==> src/rtl/data_mem_lsu.sv <==
// data_mem_lsu: single-outstanding load/store initiator for the synchronous single-port data memory.
// Optional partial-store read-modify-write is enabled by defining DATA_MEM_LSU_RMW_EN.
module data_mem_lsu #(
  parameter int unsigned ADDR_WIDTH      = 32,
  parameter int unsigned DATA_WIDTH      = 64,
  parameter int unsigned WORD_ADDR_WIDTH = 18
) (
  input  logic                    clk,
  input  logic                    reset,
  input  logic                    req_valid,
  output logic                    req_ready,
  input  logic                    req_we,
  input  logic [ADDR_WIDTH-1:0]   req_addr,
  input  logic [DATA_WIDTH-1:0]   req_wdata,
  input  logic [DATA_WIDTH/8-1:0] req_be,
  output logic                    rsp_valid,
  input  logic                    rsp_ready,
  output logic [DATA_WIDTH-1:0]   rsp_rdata,
  output logic                    rsp_err,
  output logic                    mem_enable,
  output logic                    mem_write_enable,
  output logic [ADDR_WIDTH-1:0]   mem_address,
  output logic [DATA_WIDTH-1:0]   mem_data_in,
  input  logic [DATA_WIDTH-1:0]   mem_data_out
);
  localparam int unsigned OFS_WIDTH = 3;

  typedef enum logic [2:0] {IDLE, ISSUE, CAPTURE, MERGE, WRITE, RESP} state_t;

  state_t                  state, state_next;
  logic                    req_ready_next, rsp_valid_next, rsp_err_next;
  logic [DATA_WIDTH-1:0]   rsp_rdata_next;
  logic                    mem_enable_next, mem_write_enable_next;
  logic [ADDR_WIDTH-1:0]   mem_address_next;
  logic [DATA_WIDTH-1:0]   mem_data_in_next;
  logic                    misaligned, out_of_range;
  logic [ADDR_WIDTH-1:0]   word_idx;

`ifdef DATA_MEM_LSU_RMW_EN
  localparam int unsigned BE_WIDTH = DATA_WIDTH / 8;
  logic                    rmw, rmw_next;
  logic [ADDR_WIDTH-1:0]   lat_addr, lat_addr_next;
  logic [DATA_WIDTH-1:0]   lat_wdata, lat_wdata_next;
  logic [BE_WIDTH-1:0]     lat_be, lat_be_next;
  logic [DATA_WIDTH-1:0]   merged;

  // Byte merge of the store data over the word read back from memory
  always_comb begin
    merged = '0;
    for (int unsigned i = 0; i < BE_WIDTH; i++) begin
      merged[i*8 +: 8] = lat_be[i] ? lat_wdata[i*8 +: 8] : mem_data_out[i*8 +: 8];
    end
  end
`endif

  // Word index is the byte address without its offset; any bit above the memory depth is an error
  assign misaligned   = (req_addr[OFS_WIDTH-1:0] != '0);
  assign out_of_range = ((req_addr >> (OFS_WIDTH + WORD_ADDR_WIDTH)) != '0);
  assign word_idx     = req_addr >> OFS_WIDTH;

  always_comb begin
    state_next            = state;
    req_ready_next        = 1'b0;
    rsp_valid_next        = rsp_valid;
    rsp_err_next          = rsp_err;
    rsp_rdata_next        = rsp_rdata;
    mem_enable_next       = 1'b0;
    mem_write_enable_next = 1'b0;
    mem_address_next      = '0;
    mem_data_in_next      = '0;
`ifdef DATA_MEM_LSU_RMW_EN
    rmw_next              = rmw;
    lat_addr_next         = lat_addr;
    lat_wdata_next        = lat_wdata;
    lat_be_next           = lat_be;
`endif
    case (state)
      IDLE: begin
        if (req_valid) begin
          rsp_rdata_next = '0;
          rsp_err_next   = 1'b0;
          if (misaligned || out_of_range) begin
            state_next     = RESP;
            rsp_valid_next = 1'b1;
            rsp_err_next   = 1'b1;
          end else if (req_we && (req_be == '0)) begin
            state_next     = RESP;
            rsp_valid_next = 1'b1;
          end else begin
            state_next       = ISSUE;
            mem_enable_next  = 1'b1;
            mem_address_next = word_idx;
`ifdef DATA_MEM_LSU_RMW_EN
            rmw_next              = req_we && (req_be != '1);
            mem_write_enable_next = req_we && (req_be == '1);
            mem_data_in_next      = (req_we && (req_be == '1)) ? req_wdata : '0;
            lat_addr_next         = word_idx;
            lat_wdata_next        = req_wdata;
            lat_be_next           = req_be;
`else
            mem_write_enable_next = req_we;
            mem_data_in_next      = req_we ? req_wdata : '0;
`endif
          end
        end
      end
      ISSUE: begin
        if (mem_write_enable) begin
          state_next     = RESP;
          rsp_valid_next = 1'b1;
`ifdef DATA_MEM_LSU_RMW_EN
        end else if (rmw) begin
          state_next = MERGE;
`endif
        end else begin
          state_next = CAPTURE;
        end
      end
      CAPTURE: begin
        state_next     = RESP;
        rsp_valid_next = 1'b1;
        rsp_rdata_next = mem_data_out;
      end
`ifdef DATA_MEM_LSU_RMW_EN
      MERGE: begin
        state_next            = WRITE;
        mem_enable_next       = 1'b1;
        mem_write_enable_next = 1'b1;
        mem_address_next      = lat_addr;
        mem_data_in_next      = merged;
      end
      WRITE: begin
        state_next     = RESP;
        rsp_valid_next = 1'b1;
      end
`endif
      RESP: begin
        if (rsp_ready) begin
          state_next     = IDLE;
          rsp_valid_next = 1'b0;
          rsp_err_next   = 1'b0;
          rsp_rdata_next = '0;
        end
      end
      default: state_next = IDLE;
    endcase
    req_ready_next = (state_next == IDLE);
  end

  // Synchronous reset aborts any access in flight and drops a pending response
  always_ff @(posedge clk) begin
    if (reset) begin
      state            <= IDLE;
      req_ready        <= 1'b1;
      rsp_valid        <= 1'b0;
      rsp_err          <= 1'b0;
      rsp_rdata        <= '0;
      mem_enable       <= 1'b0;
      mem_write_enable <= 1'b0;
      mem_address      <= '0;
      mem_data_in      <= '0;
`ifdef DATA_MEM_LSU_RMW_EN
      rmw              <= 1'b0;
      lat_addr         <= '0;
      lat_wdata        <= '0;
      lat_be           <= '0;
`endif
    end else begin
      state            <= state_next;
      req_ready        <= req_ready_next;
      rsp_valid        <= rsp_valid_next;
      rsp_err          <= rsp_err_next;
      rsp_rdata        <= rsp_rdata_next;
      mem_enable       <= mem_enable_next;
      mem_write_enable <= mem_write_enable_next;
      mem_address      <= mem_address_next;
      mem_data_in      <= mem_data_in_next;
`ifdef DATA_MEM_LSU_RMW_EN
      rmw              <= rmw_next;
      lat_addr         <= lat_addr_next;
      lat_wdata        <= lat_wdata_next;
      lat_be           <= lat_be_next;
`endif
    end
  end

endmodule

==> config.mk <==
export PLATFORM = sky130hd
export DESIGN_NAME = data_mem_lsu
export DESIGN_NICKNAME = d
export VERILOG_FILES = /design/src/rtl/data_mem_lsu.sv
export SDC_FILE = /design/constraint.sdc
export NUM_CORES = 1
export LEC_CHECK = 0
export CAP_MARGIN = 20
export CORE_MARGIN = 4
export CORE_UTILIZATION = 33
export CTS_CLUSTER_SIZE = 14
export DETAILED_ROUTE_END_ITERATION = 7
export PLACE_DENSITY = 0.72
export SETUP_SLACK_MARGIN = 0.2
export SYNTH_ARGS = -nofsm -noshare
export SYNTH_HDL_FRONTEND = slang
export SYNTH_SLANG_ARGS = --single-unit
==> constraint.sdc <==
create_clock -name clk -period 2.7 [get_ports clk]
set_input_delay 0.675 -clock clk [delete_from_list [all_inputs] [get_ports clk]]
set_output_delay 0.675 -clock clk [all_outputs]
set_load 0.1 [all_outputs]
==> metrics.cfg, run 1 <==
[status]
status=completed

[synth]
syn_avg_cell_area_um2=11.1
synth.ff_latch_count=165
yosysWarnings=0
synthCells=447
yosysSeqAreaShare_pct=66.4
synth_cell_type_count=28
synthArstFlopShare_pct=0
synth_area_um2=4970
synth_edf_count=0
synth-main-ff-cell=dfxtp_1

[worst_setup_path]
end_kind=flop
worstReg2RegEnd=rsp_rdata[49]$_SDFFE_PP0P_
reg2regPathDepth=5
cp.arrival_ns=2.71
r2r_start=state[2]$_SDFF_PP0_
startpoint_type=primary input
crit_path_max_fanout=65
ff2ff_setup_slack_ns=0.85
path_class=in -> reg
cp.required_ns=3.06

[worst_hold_path]
hold_path.class=reg -> reg
whs_endpoint=rsp_err$_SDFFE_PP0P_
hp-start=rsp_err$_SDFFE_PP0P_
whs_path_depth=2

[sta]
final_max_slew_viol_count=0
max-slew-margin-rel_pct=55.9
setup_viol=0
hold_ws_ns=0.483
tns_ns=0
tightest_slew_ns=0.661
period_needed_ns=2.35
timing.final.ws_setup_ns=0.348
finalHoldViolations=0
rsz0062_at_grt=yes
fin_crit_sh_pct=87.1
fmax_mhz=425
skew_ns=0.0150

[drt]
ant_nets=0
routed_wirelength_mm=16.1
drt-wirelength-per-cell_um=16.3
vias=4481
vias_per_cell=4.52
initialDrtViolationCount=150
drt-pass1-iter-count=4
drc_errors=0

[power_and_ir_drop]
powerDensity_nw_per_um2=654
totalPowerFinal_mw=5.73
p_leak_nw=3.80
max-vdd-ir-drop_v=0.000595
power_frac_seq_pct=43.7
pwr-share-clk_pct=42.7
p_comb_share_pct=13.7
p_int_mw=4.25
p_switching_mw=1.48
swShare_pct=25.8

[finish]
drive_gt1_share_pct=26.4
fill_cells=1216
stdcell_area_um2=8760
final_cells=992
multi_input_area_um2=1570
final_cell_mix=172 x buf_4, 171 x clkdlybuf4s50_1, 165 x dfxtp_1
post-route-util_pct=59.8
nets=967
syn2layout_area_growth_pct=76.2
regArea_um2=3300
layout_commonest_cell=buf_4

[clock_tree]
cts.clk_slew.worst_paths_ns=0.06
holdBufCountCts=0
clock_latency_ns=0.42
cts_tree=yes
cts.path.max_buffers=2
cts_buffers=17
clkSinkCount=165
cts_max_level=4
root_buffer=clkbuf_16

[floorplanning]
io_pins=338
die_h_um=131
row_count=44
dieArea_um2=17100
start_util_pct=34.0
coreArea_um2=14600
die-width_um=131

[place]
dp_cells=956
pre_cts_slack_ns=-0.201
place.gp.congestion=0.859
post-dp-hpwl_mm=12.3
port_buffers=334
placed_area_um2=8120

[global_route]
antenna_found_initial=1
grt_max_degree=66
grt_util_all_layers_pct=17.9
gr-total-overflow=0
grt_pass1_wl_mm=23.3
grt_pass1_vias=4413

[flow_run]
maxCapViolCount=0

## logic make-up (layout without fill, tap and decap cells)
kind of cell / Yosys count / in the layout / synth area share, %
other: 1 / 15 / 0.0754
DFF: 165 / 165 / 66.4
buffers and inverters: 33 / 380 / 3.70
and+or+nand+nor: 175 / 175 / 19.0
AOI/OAI and AO/OA: 73 / 73 / 10.7
## timing repair
item | 4_1_cts | 5_1_grt
setup buffers | 0 | 3
gates resized for setup | 0 | 2
setup endpoints to repair | 0 | 19
## cell type report
type,instances,area share [%]
well taps,184,2.63
inverters,2,0.0857
clock buffers,17,4.85
repair buffers,346,34.8
clock inverters,15,2.04
diodes,1,0.0286
multi-input cells,262,17.9
flip-flops and latches,165,37.7
## power groups by stage
stage / Combinational [mW] / Sequential, mW / Clock, mW
after floorplan: 0.151 / 2.83 / 0
after global placement: 0.778 / 2.56 / 0
after detailed placement: 0.785 / 2.56 / 0
after CTS: 0.788 / 2.50 / 2.51
after global routing: 0.825 / 2.51 / 2.61
final: 0.784 / 2.50 / 2.45
## Yosys cell counts (2+ instances only)
| cell type | instances | area share, % |
|---|---|---|
| nor4_1 | 5 | 0.63 |
| o21ai_0 | 2 | 0.20 |
| buf_2 | 6 | 0.60 |
| nor2b_1 | 4 | 0.50 |
| nor2_1 | 68 | 5.1 |
| dfxtp_1 | 165 | 66 |
| a21oi_1 | 4 | 0.40 |
| inv_1 | 2 | 0.15 |
| a22oi_1 | 64 | 9.7 |
| and2_1 | 83 | 10 |
| buf_4 | 4 | 0.60 |
| buf_6 | 5 | 1.1 |
| or4_1 | 2 | 0.30 |
| nand2_1 | 3 | 0.23 |
| nor4b_1 | 2 | 0.35 |
| clkbuf_1 | 16 | 1.2 |
## metal layers
| layer | up-vias | wire (um) | track usage (%) |
|---|---|---|---|
| met5 | - | 0 | 0 |
| met4 | 0 | 127 | 5.38 |
| met3 | 10 | 2080 | 10.3 |
| met2 | 218 | 8130 | 30.4 |
| met1 | 2072 | 5800 | 18.8 |
| li1 | 2181 | - | - |
## worst max path at each step
stage | slack, ns | endpoint | depth (start not counted) | start
after global routing | 0.16 | mem_data_in[21]$_SDFF_PP0_ | 7 | req_addr[30]
after global placement | -0.12 | mem_address[0]$_SDFF_PP0_ | 6 | req_addr[30]
after floorplan | 0.52 | mem_data_in[10]$_SDFF_PP0_ | 6 | req_be[2]
after detailed placement | -0.20 | mem_address[3]$_SDFF_PP0_ | 6 | req_addr[30]
after CTS | 0.22 | mem_address[13]$_SDFF_PP0_ | 6 | req_addr[30]
final | 0.35 | mem_data_in[21]$_SDFF_PP0_ | 7 | req_addr[30]
## registers in the layout, summed over array words and instances, names as in the netlist
name              flops
mem_write_enable      1
req_ready             1
mem_data_in          64
rsp_rdata            64
rsp_err               1
mem_address          29
rsp_valid             1
mem_enable            1
state                 3
## worst max-delay path, stage by stage
cell and delay [ns]:
clkdlybuf4s50_1 0.43, nor4_1 0.34, buf_4 0.17, nand4_1 0.25, nor4_4 0.39, buf_12 0.26
and2_1 0.17
Note: power is estimated with default switching activity, not from simulation.
==> run 2: changes to the inputs <==
--- a/config.mk
+++ b/config.mk
@@ -10,6 +10,7 @@
 export CORE_UTILIZATION = 33
 export CTS_CLUSTER_SIZE = 14
 export DETAILED_ROUTE_END_ITERATION = 7
+export MAX_ROUTING_LAYER = met4
 export PLACE_DENSITY = 0.72
 export SETUP_SLACK_MARGIN = 0.2
 export SYNTH_ARGS = -nofsm -noshare
==> run 2 against run 1 <==
Against the previous run: setup slack worse by 0.021 ns; critical endpoint unchanged; total power hardly changed; global-route usage is 0.53 points higher; design area is 0.36% lower; count of clock-buffer cells in the layout stayed put; largest power group unchanged.
==> metrics.cfg, run 2 (synthesis gave the netlist of run 1 again) <==
[global_route]
grt_pass1_wl_mm=23.2
grt_max_degree=66
antenna_found_initial=1
grt_util_all_layers_pct=18.4
gr-total-overflow=0
grt_pass1_vias=4437

[drt]
wl_met2_mm=7.99
ant_nets=0
drc_errors=0
routed-wl-met3_mm=1.95
vias_per_cell=4.51
highest_layer=met4
drt-pass1-iter-count=4
wl_met1_mm=5.94
routed_wirelength_mm=16.1
vias=4456
initialDrtViolationCount=138
drt-wirelength-per-cell_um=16.2

[finish]
syn2layout_area_growth_pct=75.6
drive_gt1_share_pct=26.1
final_cells=989
top_regs=mem_data_in: 64 flops, rsp_rdata: 64 flops, mem_address: 29 flops
stdcell_area_um2=8730
final_cell_mix=171 x clkdlybuf4s50_1, 169 x buf_4, 165 x dfxtp_1
layout_commonest_cell=clkdlybuf4s50_1
regArea_um2=3300
nets=964
multi_input_area_um2=1560
fill_cells=1219

[place]
placed_area_um2=8120
port_buffers=334
place.gp.congestion=0.873
post-dp-hpwl_mm=12.3
dp_cells=956

[power_and_ir_drop]
max-vdd-ir-drop_v=0.000596
pwr-share-clk_pct=42.7
p_switching_mw=1.48
power_frac_seq_pct=43.7
powerDensity_nw_per_um2=656
p_comb_share_pct=13.7
totalPowerFinal_mw=5.73
p_int_mw=4.25
swShare_pct=25.8
p_leak_nw=3.78

[status]
status=completed

[sta]
max-slew-margin-rel_pct=56.1
finalHoldViolations=0
period_needed_ns=2.37
fin_crit_sh_pct=87.9
setup_viol=0
skew_ns=0.00972
tightest_slew_ns=0.659
final_max_slew_viol_count=0
fmax_mhz=421
rsz0062_at_grt=yes

[worst_setup_path]
path_class=in -> reg
r2r_start=state[2]$_SDFF_PP0_
cp-endpoint=mem_data_in[21]$_SDFF_PP0_
cp.required_ns=3.06
setup.worst_path.start=req_addr[30]
critPathTopFamily=simple AND/OR/NAND/NOR gates
cpPeakStageDelay_ns=0.44
cpMaxStageDelayCell=clkdlybuf4s50_1
startpoint_type=primary input
end_kind=flop
cp.arrival_ns=2.73
crit_path_max_fanout=65
crit_buf_inv=3
worstReg2RegEnd=rsp_rdata[40]$_SDFFE_PP0P_
reg2regPathDepth=5
ff2ff_setup_slack_ns=0.87
cp_cell_sequence=clkdlybuf4s50_1 > nor4_1 > buf_4 > nand4_1 > nor4_2 > buf_12 > and2_1
cp.depth=7

[clock_tree]
post_cts_buffers=0
cts_max_level=4
cts_tree=yes
clock_latency_ns=0.42
cts.path.max_buffers=2
root_buffer=clkbuf_16
clkSinkCount=165
cts.clk_slew.worst_paths_ns=0.06
cts_buffers=17

[worst_hold_path]
hold_path.class=reg -> reg
hp-start=rsp_err$_SDFFE_PP0P_

[floorplanning]
io_pins=338
die_h_um=131
coreArea_um2=14600
die-width_um=131
start_util_pct=34.0
row_count=44
dieArea_um2=17100

[flow_run]
maxCapViolCount=0

run 2: worst min path at each step:
stage                     cells past startpoint                    to
final                                         2  rsp_err$_SDFFE_PP0P_
after global routing                          2  rsp_err$_SDFFE_PP0P_
after CTS                                     2  rsp_err$_SDFFE_PP0P_
after detailed placement                      2  rsp_err$_SDFFE_PP0P_
after global placement                        2  rsp_err$_SDFFE_PP0P_
after floorplan                               1   state[1]$_SDFF_PP0_
run 2: power groups by stage:
stage	clock, mW	sequential, mW	combinational, mW
3_5_place_dp	0	2.56	0.785
2_1_floorplan	0	2.83	0.151
3_3_place_gp	0	2.56	0.778
4_1_cts	2.51	2.50	0.788
6_report	2.45	2.50	0.784
5_1_grt	2.61	2.51	0.824
run 2: cell type report:
class                   instances  share of cell area (%)
flip-flops and latches        165                    37.8
repair buffers                343                    34.6
multi-input cells             262                    17.9
inverters                       2                  0.0860
clock buffers                  17                    4.87
diodes                          1                  0.0287
clock inverters                15                    2.05
well taps                     184                    2.64
run 2: timing repair:
action,in CTS,in global routing
hold buffers,0,0
gates resized for setup,0,1
endpoints found under the setup margin,0,19
run 2: metal layers:
metal,vias up,track usage [%]
met2,223,30.3
met5,-,-
met3,14,9.15
li1,2175,-
met1,2044,19.5
met4,0,5.57
run 2: metrics by stage:
step	TNS, ns	setup WS [ns]	utilization [%]	hold WS (ns)
global route	0	0.161	59.6	0.510
finish	0	0.327	59.6	0.483
detailed placement	-4.61	-0.201	55.4	0.476
global placement	-4.14	-0.123	55.4	0.472
CTS	0	0.216	59.6	0.489
floorplan	0	0.519	-	0.533
run 2: worst min-delay path, stage by stage, from the launching register on:
cell	delay, ns
dfxtp_1	0.31
o21ai_0	0.07
a21oi_1	0.06
==> run 3: changes to the inputs <==
--- a/config.mk
+++ b/config.mk
@@ -10,6 +10,7 @@
 export CORE_UTILIZATION = 33
 export CTS_CLUSTER_SIZE = 14
 export DETAILED_ROUTE_END_ITERATION = 7
+export GPL_TIMING_DRIVEN = 0
 export MAX_ROUTING_LAYER = met4
 export PLACE_DENSITY = 0.72
 export SETUP_SLACK_MARGIN = 0.2
==> run 3 against run 2 <==
Against the previous run: sequential power is essentially flat; non-clock buffer count grew 23; register-to-register slack lost 0.18 ns; sequential cell count is the same; count of clock-buffer cells in the layout is the same; combinational power shrank 1%; cell count grew 2.3%; largest cell class is now non-clock buffers; sequential share of layout area shrank 1.3 points; highest routed layer unchanged; utilization grew 2.1 points; routed wire length grew 6.9%.
==> metrics.cfg, run 3 (synthesis gave the netlist of run 1 again) <==
[drt]
wl_met1_mm=6.09
initialDrtViolationCount=119
routed_wirelength_mm=17.2
drt-wirelength-per-cell_um=17.0
vias=4551
drt-pass1-iter-count=4
ant_nets=0
routed-wl-met3_mm=1.93
drc_errors=0
highest_layer=met4
wl_met2_mm=8.76
vias_per_cell=4.50

[finish]
layout_commonest_cell=clkdlybuf4s50_1
regArea_um2=3300
drive_gt1_share_pct=6.65
post-route-util_pct=61.7
fill_cells=1252
multi_input_area_um2=1560
syn2layout_area_growth_pct=81.7
nets=987
top_regs=mem_data_in: 64 flops, rsp_rdata: 64 flops, mem_address: 29 flops
final_cell_mix=172 x clkdlybuf4s50_1, 165 x dfxtp_1, 162 x dlygate4sd2_1

[sta]
tightest_slew_ns=1.06
hold_ws_ns=0.482
final_max_slew_viol_count=0
max-slew-margin-rel_pct=29.9
finalHoldViolations=0
fin_crit_sh_pct=88.3
skew_ns=0.00544
period_needed_ns=2.38
tns_ns=0
fmax_mhz=420
setup_viol=0
rsz0062_at_grt=no

[clock_tree]
cts.clk_slew.worst_paths_ns=0.06
cts_buffers=17
cts.path.max_buffers=2
clock_latency_ns=0.42
cts_max_level=4
clkSinkCount=165
cts_tree=yes
root_buffer=clkbuf_16
holdBufCountCts=0

[power_and_ir_drop]
p_leak_nw=4.26
max-vdd-ir-drop_v=0.000391
powerDensity_nw_per_um2=634

[worst_setup_path]
crit_buf_inv=1
crit_path_max_fanout=4
critPathTopFamily=buffers and inverters
cp_cell_sequence=dlygate4sd2_1
cpMaxStageDelayCell=dlygate4sd2_1
cp.arrival_ns=1.71
end_kind=primary output
cpPeakStageDelay_ns=0.92
cp.required_ns=2.03
path_class=reg -> out
startpoint_type=flop

[place]
place.gp.congestion=0.913
post-dp-hpwl_mm=13.8
port_buffers=334

[floorplanning]
die-width_um=131
start_util_pct=34.0
dieArea_um2=17100
io_pins=338
coreArea_um2=14600
die_h_um=131
row_count=44

[global_route]
gr-total-overflow=0
grt_util_all_layers_pct=20.1
grt_pass1_wl_mm=24.8
grt_pass1_vias=4723
antenna_found_initial=1
grt_max_degree=17

[status]
status=completed

[flow_run]
maxCapViolCount=0

[worst_hold_path]
hold_path.class=reg -> reg

==> run 3: cell count changes in the layout (fill, tap and decap cells not counted), moves of 2 or more <==
cell           change
buf_12             -2
buf_2              +5
buf_4            -164
buf_6              +5
clkbuf_1          +16
clkinv_2           +2
clkinvlp_4         -3
dlygate4sd2_1    +162
==> run 3: metrics by stage <==
stage	power [mW]	setup WS, ns	std cells	area (um2)
global placement	3.34	-0.222	978	8590
detailed placement	3.36	-0.257	978	8590
global route	5.93	0.216	1012	9030
finish	5.73	0.317	1012	9030
CTS	5.78	0.168	1010	8990
floorplan	2.98	0.519	460	5020
==> run 3: final cells by class <==
cell class | count | area share, %
antenna | 1 | 0.0277
multi-input combinational | 262 | 17.3
inverter | 2 | 0.0831
buffer | 31 | 1.95
clock buffer | 17 | 4.71
clock inverter | 15 | 1.97
tap | 184 | 2.55
sequential | 165 | 36.6
timing repair buffer | 335 | 34.8
==> run 3: report_power, final <==
group | switching, mW | internal (mW) | leakage [nW]
clock | 0.985 | 1.46 | 0.299
sequential | 0.0251 | 2.48 | 1.34
combinational | 0.470 | 0.306 | 2.62
total | 1.48 | 4.25 | 4.26
==> run 3: routing by layer <==
layer  global-route usage (%)  up-vias
li1                         -     2219
met1                     19.6     2094
met2                     34.2      212
met3                     10.0       26
met4                     7.80        0
met5                        -        -
==> run 3: what timing repair did <==
action,CTS,global route
endpoints found under the hold margin,0,0
resized for setup,162,5
gates cloned,0,0
pin swaps,0,2
setup buffers,0,1
setup endpoints to repair,172,90
==> run 3: path summary, 6_finish.rpt <==
check | slack [ns] | end | depth (start not counted) | start
hold reg to reg | 0.48 | rsp_err$_SDFFE_PP0P_ | 2 | rsp_err$_SDFFE_PP0P_
setup reg to reg | 0.69 | rsp_rdata[13]$_SDFFE_PP0P_ | 6 | state[2]$_SDFF_PP0_
setup / recovery | 0.32 | mem_write_enable | 1 | mem_write_enable$_SDFF_PP0_
hold / removal | 0.48 | rsp_err$_SDFFE_PP0P_ | 2 | rsp_err$_SDFFE_PP0P_
